<file path="config.mk">
export PLATFORM = sky130hd
export DESIGN_NAME = mod_enc_shift_ctrl
export DESIGN_NICKNAME = d
export VERILOG_FILES = /design/src/rtl/mod_enc_shift_ctrl.sv
export SDC_FILE = /design/constraint.sdc
export NUM_CORES = 1
export LEC_CHECK = 0
export BUFFER_PORTS_ARGS = -buffer_cell sky130_fd_sc_hd__clkbuf_2
export CAP_MARGIN = 10
export CORE_MARGIN = 2
export CORE_UTILIZATION = 47
export CTS_CLUSTER_SIZE = 20
export DETAILED_ROUTE_END_ITERATION = 10
export PLACE_DENSITY = 0.79
export SYNTH_ARGS = -nofsm -noshare
export SYNTH_HDL_FRONTEND = slang
export SYNTH_SLANG_ARGS = --single-unit
</file>
<file path="constraint.sdc">
create_clock -name clk -period 8 [get_ports clk]
set_clock_uncertainty 0.15 [all_clocks]
set_input_delay 0 -clock clk [delete_from_list [all_inputs] [get_ports clk]]
set_output_delay 0 -clock clk [all_outputs]
set_load 0.01 [all_outputs]
</file>
<file path="src/rtl/mod_enc_shift_ctrl.sv">
// Sequencer that streams one AES state row by row through the 4-byte ShiftRows shifter.
// Optional MOD_ENC_SHIFT_CTRL_CHK_EN adds a sticky err output for shifter handshake faults.
//
//  state    | meaning
//  ---------+---------------------------------------------------------
//  ST_IDLE  | waiting for in_valid; in_ready high
//  ST_ISSUE | rows 0..3 driven to shifter; previous row captured
//  ST_DRAIN | last shifted row (row 3) captured
//  ST_OUT   | out_valid high, out_state held until out_ready
module mod_enc_shift_ctrl #(
   parameter int NB   = 16,
   parameter int NROW = 4
) (
   input  logic                clk,
   input  logic                resetn,
   input  logic                in_valid,
   output logic                in_ready,
   input  logic [8*NB-1:0]     in_state,
   output logic                out_valid,
   input  logic                out_ready,
   output logic [8*NB-1:0]     out_state,
   output logic                busy,
   output logic                sh_resetn,
   output logic                sh_wr_en,
   output logic [8*NROW-1:0]   sh_inp,
   input  logic [8*NROW-1:0]   sh_outp,
   input  logic                sh_done
`ifdef MOD_ENC_SHIFT_CTRL_CHK_EN
   ,
   output logic                err
`endif
);

   localparam int SW = 8 * NB;
   localparam int RW = 8 * NROW;

   if (NB != 16 || NROW != 4) begin : g_bad_param
      $error("mod_enc_shift_ctrl supports only NB=16, NROW=4");
   end

   typedef enum logic [1:0] {
      ST_IDLE  = 2'd0,
      ST_ISSUE = 2'd1,
      ST_DRAIN = 2'd2,
      ST_OUT   = 2'd3
   } state_t;

   state_t          r_state;
   logic [1:0]      r_row;
   logic [SW-1:0]   r_in;
   logic [SW-1:0]   r_out;
   logic            r_out_valid;
   logic            r_sh_wr_en;
   logic [RW-1:0]   r_sh_inp;

   // Row r of a column-major state: byte c of the row is state byte 4c+r.
   function automatic logic [RW-1:0] get_row(input logic [SW-1:0] s, input logic [1:0] r);
      logic [RW-1:0] row;
      row = '0;
      for (int c = 0; c < NROW; c++) begin
         row[8*c +: 8] = s[8*(NROW*c + int'(r)) +: 8];
      end
      return row;
   endfunction

   function automatic logic [SW-1:0] put_row(input logic [SW-1:0] s, input logic [RW-1:0] row,
                                             input logic [1:0] r);
      logic [SW-1:0] res;
      res = s;
      for (int c = 0; c < NROW; c++) begin
         res[8*(NROW*c + int'(r)) +: 8] = row[8*c +: 8];
      end
      return res;
   endfunction

   always_ff @(posedge clk) begin
      if (resetn) begin
         r_state     <= ST_IDLE;
         r_row       <= 2'd0;
         r_in        <= '0;
         r_out       <= '0;
         r_out_valid <= 1'b0;
         r_sh_wr_en  <= 1'b1;
         r_sh_inp    <= '0;
      end else begin
         case (r_state)
            ST_IDLE: begin
               if (in_valid) begin
                  r_in       <= in_state;
                  r_row      <= 2'd0;
                  r_sh_wr_en <= 1'b0;
                  r_sh_inp   <= get_row(in_state, 2'd0);
                  r_state    <= ST_ISSUE;
               end
            end
            ST_ISSUE: begin
               // shifter output lags the issued row by one cycle
               if (r_row != 2'd0 && sh_done) begin
                  r_out <= put_row(r_out, sh_outp, r_row - 2'd1);
               end
               if (r_row == 2'd3) begin
                  r_row      <= 2'd0;
                  r_sh_wr_en <= 1'b1;
                  r_sh_inp   <= '0;
                  r_state    <= ST_DRAIN;
               end else begin
                  r_row    <= r_row + 2'd1;
                  r_sh_inp <= get_row(r_in, r_row + 2'd1);
               end
            end
            ST_DRAIN: begin
               if (sh_done) begin
                  r_out <= put_row(r_out, sh_outp, 2'd3);
               end
               r_out_valid <= 1'b1;
               r_state     <= ST_OUT;
            end
            ST_OUT: begin
               if (out_ready) begin
                  r_out_valid <= 1'b0;
                  r_state     <= ST_IDLE;
               end
            end
            default: r_state <= ST_IDLE;
         endcase
      end
   end

`ifdef MOD_ENC_SHIFT_CTRL_CHK_EN
   logic r_err;
   logic w_cap_cycle;
   logic w_quiet_cycle;

   assign w_cap_cycle   = (r_state == ST_ISSUE && r_row != 2'd0) || (r_state == ST_DRAIN);
   assign w_quiet_cycle = (r_state == ST_IDLE) || (r_state == ST_OUT);

   always_ff @(posedge clk) begin
      if (resetn) begin
         r_err <= 1'b0;
      end else if ((w_cap_cycle && !sh_done) || (w_quiet_cycle && sh_done)) begin
         r_err <= 1'b1;
      end
   end

   assign err = r_err;
`endif

   assign in_ready  = (r_state == ST_IDLE) && !resetn;
   assign busy      = (r_state != ST_IDLE);
   assign sh_resetn = ~resetn;
   assign sh_wr_en  = r_sh_wr_en;
   assign sh_inp    = r_sh_inp;
   assign out_valid = r_out_valid;
   assign out_state = r_out;

endmodule

</file>
==> results.py, run 1 <==
metrics = {
    "synthesis": {
        "synth_top_area_share": 0.483,
        "synth_edf_count": 0,
        "synth_seq_area_share": 0.483,
        "synth_seq_cells": 294,
        "ys_async_sr_fraction": 0,
        "synthFlopType": "dfxtp_1",
        "postSynthAreaPerCell_um2": 8.89,
        "syn_nets": 1549,
        "synth_top_cell_by_area": "dfxtp_1",
        "ys_types": 52,
        "synth.top_cells.by_area": "dfxtp_1, nand2_1, mux4_2, a21oi_1, a22oi_1",
        "syn_inst": 1371,
        "yosysWarnings": 0,
        "synth_area_mm2": 0.0122,
    },
    "layout": {
        "drive_above_1_share": 0.237,
        "final_common_cell": "clkbuf_2",
        "area_delta_synth_final_pct": 42.6,
        "fill_cells": 1770,
        "nNetsFinal": 2055,
        "final_cell_mix": "clkbuf_2, dfxtp_1, nand2_1, dlygate4sd3_1, a21oi_1",
    },
    "clock_tree": {
        "cts-root-buf": "clkbuf_16",
        "clk_latency_ps": 560,
        "cts.path.max_buffers": 3,
        "cts_tree": "built",
        "cts_resized": 0,
        "numClockSinks": 294,
        "cts_buffers": 30,
        "cts.htree.levels": 1,
        "clk_pin_slew_ps": 60,
    },
    "global_routing": {
        "grt.total_usage": 0.331,
        "grt_max_degree": 102,
        "grt_pass1_vias": 13000,
        "antenna_found_initial": 4,
        "grt-ovfl-total": 0,
        "grt_pass1_wl_mm": 70.2,
    },
    "pwr": {
        "peakVddDrop_uv": 194,
        "power.leakage_uw": 0.00714,
        "power_density_mw_per_mm2": 294,
    },
    "placement": {
        "port_buffers": 329,
        "dp_hpwl_mm": 24.9,
        "pre_cts_ws_ps": 3830,
        "gp_congestion": 0.852,
    },
    "sta": {
        "finalHoldViolations": 0,
        "worst_pin_slew_ps": 1160,
        "whs_ps": 98.2,
        "setup_ws_ps": 3630,
        "slew_headroom": 0.224,
        "clock.fmax_mhz": 229,
        "fin_crit_sh": 0.546,
        "min_period_ps": 4370,
        "rsz0062_at_grt": "false",
        "finalSetupViolCount": 0,
        "final-max-slew-violation-count": 0,
        "fin_setup_tns_ps": 0,
    },
    "status": {
        "status": "completed",
    },
    "worst_setup_path": {
        "reg2regPathDepth": 9,
        "cp-start-kind": "flip-flop",
        "critPathCaptureType": "flip-flop",
        "cp.required_ps": 8340,
        "cp_data_arrival_time_ps": 4710,
        "crit_type": "reg2reg",
        "cp_max_fo": 49,
    },
    "floorplan": {
        "start_util": 0.481,
        "core_area_mm2": 0.0253,
        "io-pin-count": 330,
        "rows": 58,
        "die_h_um": 165,
        "fp.dieW_um": 165,
        "die_area_mm2": 0.0272,
    },
    "routing": {
        "met2_length_mm": 22.2,
        "drtIter0Drc": 1221,
        "totalWireLength_mm": 46.0,
        "vias": 13200,
        "first_pass_iters": 7,
        "wl_met1_mm": 16.5,
        "top_layer": "met4",
        "met3WireLength_mm": 4.21,
        "detail-route-antenna-nets": 0,
        "post_drt_via_cell_ratio": 5.91,
        "wl_per_cell_um": 20.6,
        "drc_errors": 0,
    },
    "hold_path": {
        "hold_path.class": "in2reg",
        "worstHoldPathCells": 4,
    },
    "flow_run": {
        "maxCapViolCount": 0,
    },
}
==> routing by layer <==
layer | track usage | vias up
met5 | 0 | -
met2 | 0.563 | 885
li1 | - | 5808
met1 | 0.382 | 6260
met4 | 0.186 | 0
met3 | 0.0804 | 247
==> cells in the mapped netlist, drive strengths merged (3+ instances only) <==
cell type / n
a211oi: 33
a21o: 3
a21oi: 144
a221oi: 17
a22o: 8
a22oi: 86
a2bb2oi: 7
a32oi: 3
buf: 53
clkbuf: 58
dfxtp: 294
ha: 13
inv: 12
mux2: 8
mux2i: 9
mux4: 32
nand2: 288
nand2b: 3
nand3: 17
nor2: 141
nor2b: 35
nor3: 34
nor4: 4
o21a: 9
o21ai: 37
==> worst paths after layout <==
check                                   from             to  slack [ps]
worst min-delay path            in_state[86]       r_in[86]         100
worst max-delay path                r_row[0]  out_state[21]        3630
worst min register to register     r_in[100]      r_in[100]         300
worst max register to register      r_row[0]  out_state[21]        3630
==> timing repair <==
item | 4_1_cts | 5_1_grt
setup buffers | 0 | 0
hold buffers | 247 | 0
hold endpoints to repair | 294 | 0
==> cells by family (layout without fill, tap and decap cells) <==
group / Yosys count / count (layout) / share of synthesized area
and+or+nand+nor: 539 / 539 / 0.195
muxes: 49 / 49 / 0.0739
adders and majority gates: 13 / 13 / 0.0133
DFF: 294 / 294 / 0.483
other: 0 / 4 / 0
AOI/OAI and AO/OA: 353 / 353 / 0.190
buffers and inverters: 123 / 652 / 0.0452
==> through the flow <==
step / cell area, µm² / instances / util / total power (µW)
floorplan: 12200 / 1371 / - / 2890
global placement: 13900 / 1928 / 0.547 / 3320
detailed placement: 13900 / 1928 / 0.547 / 3350
CTS: 17400 / 2230 / 0.686 / 5010
global route: 17400 / 2232 / 0.686 / 5350
finish: 17400 / 2234 / 0.687 / 5110
==> state kept, by name, summed over array words and instances, names as in the netlist <==
name and cells:
out_valid 1, r_in 128, r_state 2, out_state 128
r_row 2, sh_inp 32, sh_wr_en 1
==> where the power goes <==
part	switching (µW)	total, µW	leakage (µW)	internal (µW)
sequential	150	1850	0.00240	1700
clock	584	1500	0.000522	914
combinational	1100	1770	0.00422	667
total	1840	5110	0.00714	3280
==> area by class of cell <==
type                            instances  area, µm²  share of cell area
Sequential cell                       294       5890               0.338
Timing Repair Buffer                  585       4200               0.241
Antenna cell                            4       10.0            0.000576
Clock buffer                           44        875              0.0503
Tap cell                              330        413              0.0237
Inverter                               12       45.0             0.00259
Multi-Input combinational cell        954       5790               0.333
Clock inverter                         11        180              0.0104
==> critical path, stage by stage, from the launching register on <==
cell and delay, ps:
dfxtp_2 310, buf_4 350, ha_1 560, buf_4 340, a21o_1 210, o21ai_2 870
a22oi_1 250, dlygate4sd3_1 620, nor2_1 80, dlygate4sd3_1 550
Power figures use the tool's default switching activity.
==> inputs of run 2 (changes only) <==
PLACE_DENSITY = 0.82   (was 0.79)
clock period = 3.6 ns   (was 8 ns; I/O delays follow)
==> run 2 against run 1 <==
Register-to-register slack lost 3300 ps. Combinational power grew 120%. Final area shrank 1.3%. Via count shrank 1.7%. Worst setup slack lost 3300 ps. Total power grew 120%. Non-clock buffer count shrank 14. First-iteration DRC count grew 13%. Sequential power grew 120%. Utilization shrank 0.89 points. Highest routed layer is now met5. Critical path type unchanged.
==> results.py, run 2 (synthesized netlist as in run 1, its figures left out) <==
metrics = {
    "layout": {
        "drive_above_1_share": 0.242,
        "nNetsFinal": 2041,
        "final_cell_mix": "clkbuf_2, dfxtp_1, nand2_1, dlygate4sd3_1, a21oi_1",
        "final_common_cell": "clkbuf_2",
        "area_delta_synth_final_pct": 40.8,
    },
    "routing": {
        "vias": 13000,
        "drc_errors": 0,
        "totalWireLength_mm": 44.4,
        "drtIter0Drc": 1382,
        "detail-route-antenna-nets": 0,
        "post_drt_via_cell_ratio": 5.85,
        "first_pass_iters": 6,
        "wl_per_cell_um": 20.0,
    },
    "clock_tree": {
        "numClockSinks": 294,
        "cts-root-buf": "clkbuf_16",
        "cts.htree.levels": 1,
        "clk_pin_slew_ps": 70,
        "cts_resized": 0,
        "holdBufCountCts": 223,
        "cts_tree": "built",
        "cts_buffers": 30,
        "postCtsSetupBuffers": 0,
        "clk_latency_ps": 550,
        "cts.path.max_buffers": 3,
    },
    "global_routing": {
        "grt.total_usage": 0.318,
        "grt_max_degree": 115,
        "grt_pass1_vias": 12900,
        "antenna_found_initial": 4,
        "grt_pass1_wl_mm": 68.0,
        "grt-ovfl-total": 0,
    },
    "sta": {
        "final-max-slew-violation-count": 0,
        "worst_pin_slew_ps": 1120,
        "finalSetupViolCount": 0,
        "finalHoldViolations": 0,
        "setup_ws_ps": 285,
        "rsz0062_at_grt": "false",
        "clock.fmax_mhz": 302,
        "min_period_ps": 3310,
        "fin_setup_tns_ps": 0,
        "slew_headroom": 0.252,
        "fin_crit_sh": 0.921,
    },
    "worst_setup_path": {
        "critPathCaptureType": "flip-flop",
        "cp-start-kind": "flip-flop",
        "r2r_setup_slack_ps": 290,
        "crit_type": "reg2reg",
        "cp_data_arrival_time_ps": 3650,
        "cp_max_fo": 16,
        "cp.required_ps": 3930,
    },
    "floorplan": {
        "die_h_um": 165,
        "fp.dieW_um": 165,
        "start_util": 0.481,
        "die_area_mm2": 0.0272,
        "io-pin-count": 330,
        "core_area_mm2": 0.0253,
        "rows": 58,
    },
    "pwr": {
        "p_int_uw": 7080,
        "p_switching_uw": 4040,
        "p_seq_frac": 0.367,
        "peakVddDrop_uv": 439,
        "sw_frac_of_total": 0.363,
        "power.leakage_uw": 0.00703,
        "power_density_mw_per_mm2": 648,
        "power_frac_comb": 0.355,
        "power_uw": 11100,
        "power_frac_clock": 0.277,
    },
    "placement": {
        "gp_congestion": 0.838,
        "pre_cts_ws_ps": 886,
        "dp_hpwl_mm": 25.2,
        "port_buffers": 329,
    },
    "status": {
        "status": "completed",
    },
    "hold_path": {
        "hold_path.class": "in2reg",
    },
    "flow_run": {
        "maxCapViolCount": 0,
    },
}
==> run 2: routing by layer <==
| layer | vias up | wire length [µm] | track usage | share of wire |
|---|---|---|---|---|
| met4 | 2 | 2730 | 0.187 | 0.061 |
| li1 | 5783 | - | - | - |
| met3 | 249 | 3940 | 0.0702 | 0.089 |
| met5 | - | 13 | 0 | 0.00029 |
| met2 | 828 | 21500 | 0.542 | 0.48 |
| met1 | 6110 | 16200 | 0.367 | 0.37 |
==> run 2: final cells by class <==
class                      instances  area [µm²]
antenna                            5        12.5
clock buffer                      46         882
clock inverter                     7        85.1
fill                            1748        8160
inverter                          12        45.0
multi-input combinational        954        5790
sequential                       294        5890
tap                              330         413
timing repair buffer             571        4060
==> run 2: per-stage QoR <==
| stage | hold slack, ps | area (µm²) | instances | util |
|---|---|---|---|---|
| floorplan | -14.0 | 12200 | 1371 | - |
| global placement | 72.1 | 14000 | 1938 | 0.551 |
| detailed placement | 77.5 | 14000 | 1938 | 0.551 |
| CTS | 54.4 | 17200 | 2214 | 0.677 |
| global route | 91.4 | 17200 | 2217 | 0.678 |
| finish | 89.8 | 17200 | 2219 | 0.678 |
==> run 2: power groups by stage <==
stage	combinational, µW	clock [µW]	sequential (µW)
final	3950	3080	4090
after global routing	4270	3240	4120
after CTS	3770	3110	4060
after detailed placement	3410	0	4120
after global placement	3340	0	4100
after floorplan	2290	0	4140
==> run 2: worst max-delay path, cell delays in order, from the launching register on <==
cell,delay [ps]
dfxtp_1,370
inv_1,150
ha_1,460
buf_4,310
nand2b_1,190
nor4_4,720
a221oi_1,160
dlygate4sd3_1,630
nor2_1,110
==> run 2: final timing paths <==
kind	start	to	cells after the start
setup / recovery	r_row[1]	out_state[62]	8
hold / removal	in_state[2]	r_in[2]	4
setup reg to reg	r_row[1]	out_state[62]	8
hold reg to reg	r_in[124]	r_in[124]	2
==> inputs of run 3 (changes only) <==
GPL_TIMING_DRIVEN = 0   (was default)
==> run 3 against run 2 <==
Sequential share of layout area up 0.053 points. Worst hold slack got worse by 9.1 ps. Via count up 3.0%. Non-clock buffer count up 49. Global-route usage is 2.0 points higher. Register-to-register slack worse by 130 ps. Sequential power barely moved. Clock-buffer cell count shrank 3. Total power rose by 2.4%. Fmax down 3.7%. Final area down 0.18%. Final cell count increased by 2.3%. Critical path type unchanged. Largest power group unchanged.
==> results.py, run 3 (synthesized netlist as in run 1, its figures left out) <==
metrics = {
    "worst_setup_path": {
        "critPathCaptureType": "flip-flop",
        "cp_max_fo": 10,
        "cpMostUsedCell": "buf_4",
        "crit_path_cell_trace": "buf_4, buf_6, buf_2, inv_1, ha_1, buf_4, buf_4, mux4_2, a211oi_1, nor3_1",
        "r2r_setup_slack_ps": 160,
        "cp_top_family": "buffers and inverters",
        "crit_cells": 10,
        "crit_type": "reg2reg",
        "reg2regPathDepth": 10,
        "cp.required_ps": 3870,
        "cp-start-kind": "flip-flop",
        "r2r_end": "sh_inp[24]",
        "crit_start": "r_row[0]",
        "slowest_stage": "mux4_2",
        "cp_data_arrival_time_ps": 3710,
        "rr_startpoint": "r_row[0]",
        "worst_path_largest_cell_delay_ps": 550,
        "critPathBufInv": 6,
        "crit_end": "sh_inp[24]",
    },
    "floorplan": {
        "io-pin-count": 330,
        "die_h_um": 165,
        "start_util": 0.481,
        "die_area_mm2": 0.0272,
        "core_area_mm2": 0.0253,
        "rows": 58,
        "fp.dieW_um": 165,
    },
    "layout": {
        "drive_above_1_share": 0.253,
        "final_common_cell": "clkbuf_2",
        "design_area_mm2": 0.0171,
        "final_cell_mix": "clkbuf_2, dfxtp_1, nand2_1, dlygate4sd3_1, a21oi_1",
        "fill_cells": 1804,
        "area_delta_synth_final_pct": 40.5,
        "nNetsFinal": 2090,
    },
    "sta": {
        "rsz0062_at_grt": "false",
        "min_period_ps": 3440,
        "worst_pin_slew_ps": 875,
        "fin_crit_sh": 0.956,
        "slew_headroom": 0.410,
        "final-max-slew-violation-count": 0,
        "finalHoldViolations": 0,
        "finalSetupViolCount": 0,
        "clock.fmax_mhz": 291,
        "fin_setup_tns_ps": 0,
    },
    "placement": {
        "gp_congestion": 0.906,
        "placed_cell_area_mm2": 0.0143,
        "dp_hpwl_mm": 29.7,
        "port_buffers": 329,
    },
    "global_routing": {
        "antenna_found_initial": 5,
        "grt_pass1_vias": 13300,
        "grt.total_usage": 0.338,
        "grt_max_degree": 15,
        "grt_pass1_wl_mm": 71.1,
        "grt-ovfl-total": 0,
    },
    "clock_tree": {
        "clk_pin_slew_ps": 60,
        "cts_buffers": 30,
        "numClockSinks": 294,
        "cts.htree.levels": 1,
        "clk_latency_ps": 550,
        "cts.path.max_buffers": 3,
        "postCtsSetupBuffers": 0,
        "cts-root-buf": "clkbuf_16",
        "cts_tree": "built",
    },
    "flow_run": {
        "maxCapViolCount": 0,
    },
    "pwr": {
        "power.leakage_uw": 0.00715,
        "power_density_mw_per_mm2": 665,
        "peakVddDrop_uv": 382,
    },
    "routing": {
        "drc_errors": 0,
        "wl_per_cell_um": 21.0,
        "first_pass_iters": 7,
        "vias": 13400,
        "drtIter0Drc": 1471,
        "post_drt_via_cell_ratio": 5.89,
        "detail-route-antenna-nets": 0,
        "totalWireLength_mm": 47.7,
    },
    "status": {
        "status": "completed",
    },
    "hold_path": {
        "hold_path.class": "in2reg",
    },
}
[run 3: report_power, final]
part	internal, µW	switching (µW)	total (µW)
combinational	1430	2540	3970
clock	1970	1340	3310
sequential	3770	342	4110
[run 3: per-stage QoR]
| step | hold WS, ps | cells | total power [µW] | setup WS [ps] | utilization |
|---|---|---|---|---|---|
| 6_report | 80.7 | 2270 | 11400 | 159 | 0.677 |
| 2_1_floorplan | -14.0 | 1371 | 6430 | 776 | - |
| 5_1_grt | 95.6 | 2268 | 11800 | 32.9 | 0.676 |
| 3_3_place_gp | 76.1 | 2030 | 7580 | 157 | 0.563 |
| 4_1_cts | 55.8 | 2265 | 11100 | 76.4 | 0.676 |
| 3_5_place_dp | 77.9 | 2030 | 7680 | 125 | 0.563 |
[run 3: final cells by class]
type	instances	area [µm²]	share of cell area
Antenna cell	5	12.5	0.000730
Buffer	111	512	0.0299
Timing Repair Buffer	509	3450	0.201
Sequential cell	294	5890	0.343
Clock inverter	12	146	0.00854
Clock buffer	43	911	0.0532
Inverter	12	45.0	0.00263
Multi-Input combinational cell	954	5760	0.336
Tap cell	330	413	0.0241
[run 3: layer usage]
metal,wire length [µm],up-vias,global-route usage
li1,-,5895,-
met1,17400,6257,0.387
met2,22600,954,0.578
met3,4940,259,0.0884
met4,2790,2,0.181
met5,13,-,0
[run 3: how the worst min path moves through the flow]
stage | startpoint | end | slack, ps | cells after the start
6_report | in_state[126] | r_in[126] | 80 | 4
5_1_grt | in_state[83] | r_in[83] | 100 | 4
4_1_cts | in_state[90] | r_in[90] | 60 | 4
3_5_place_dp | in_state[51] | r_in[51] | 80 | 3
3_3_place_gp | in_state[123] | r_in[123] | 80 | 3
2_1_floorplan | in_state[0] | r_in[0] | -10 | 2
[run 3: what timing repair did]
| item | in CTS | in global routing |
|---|---|---|
| hold buffers | 180 | 0 |
| endpoints found under the setup margin | 0 | 16 |
| resized for setup | 0 | 4 |
| hold endpoints to repair | 293 | 0 |
[run 3: worst register-to-register path: stages, from the launching register on]
cell,delay (ps)
dfxtp_1,440
buf_4,240
buf_6,190
buf_2,300
inv_1,180
ha_1,320
buf_4,180
buf_4,270
mux4_2,560
a211oi_1,380
nor3_1,100
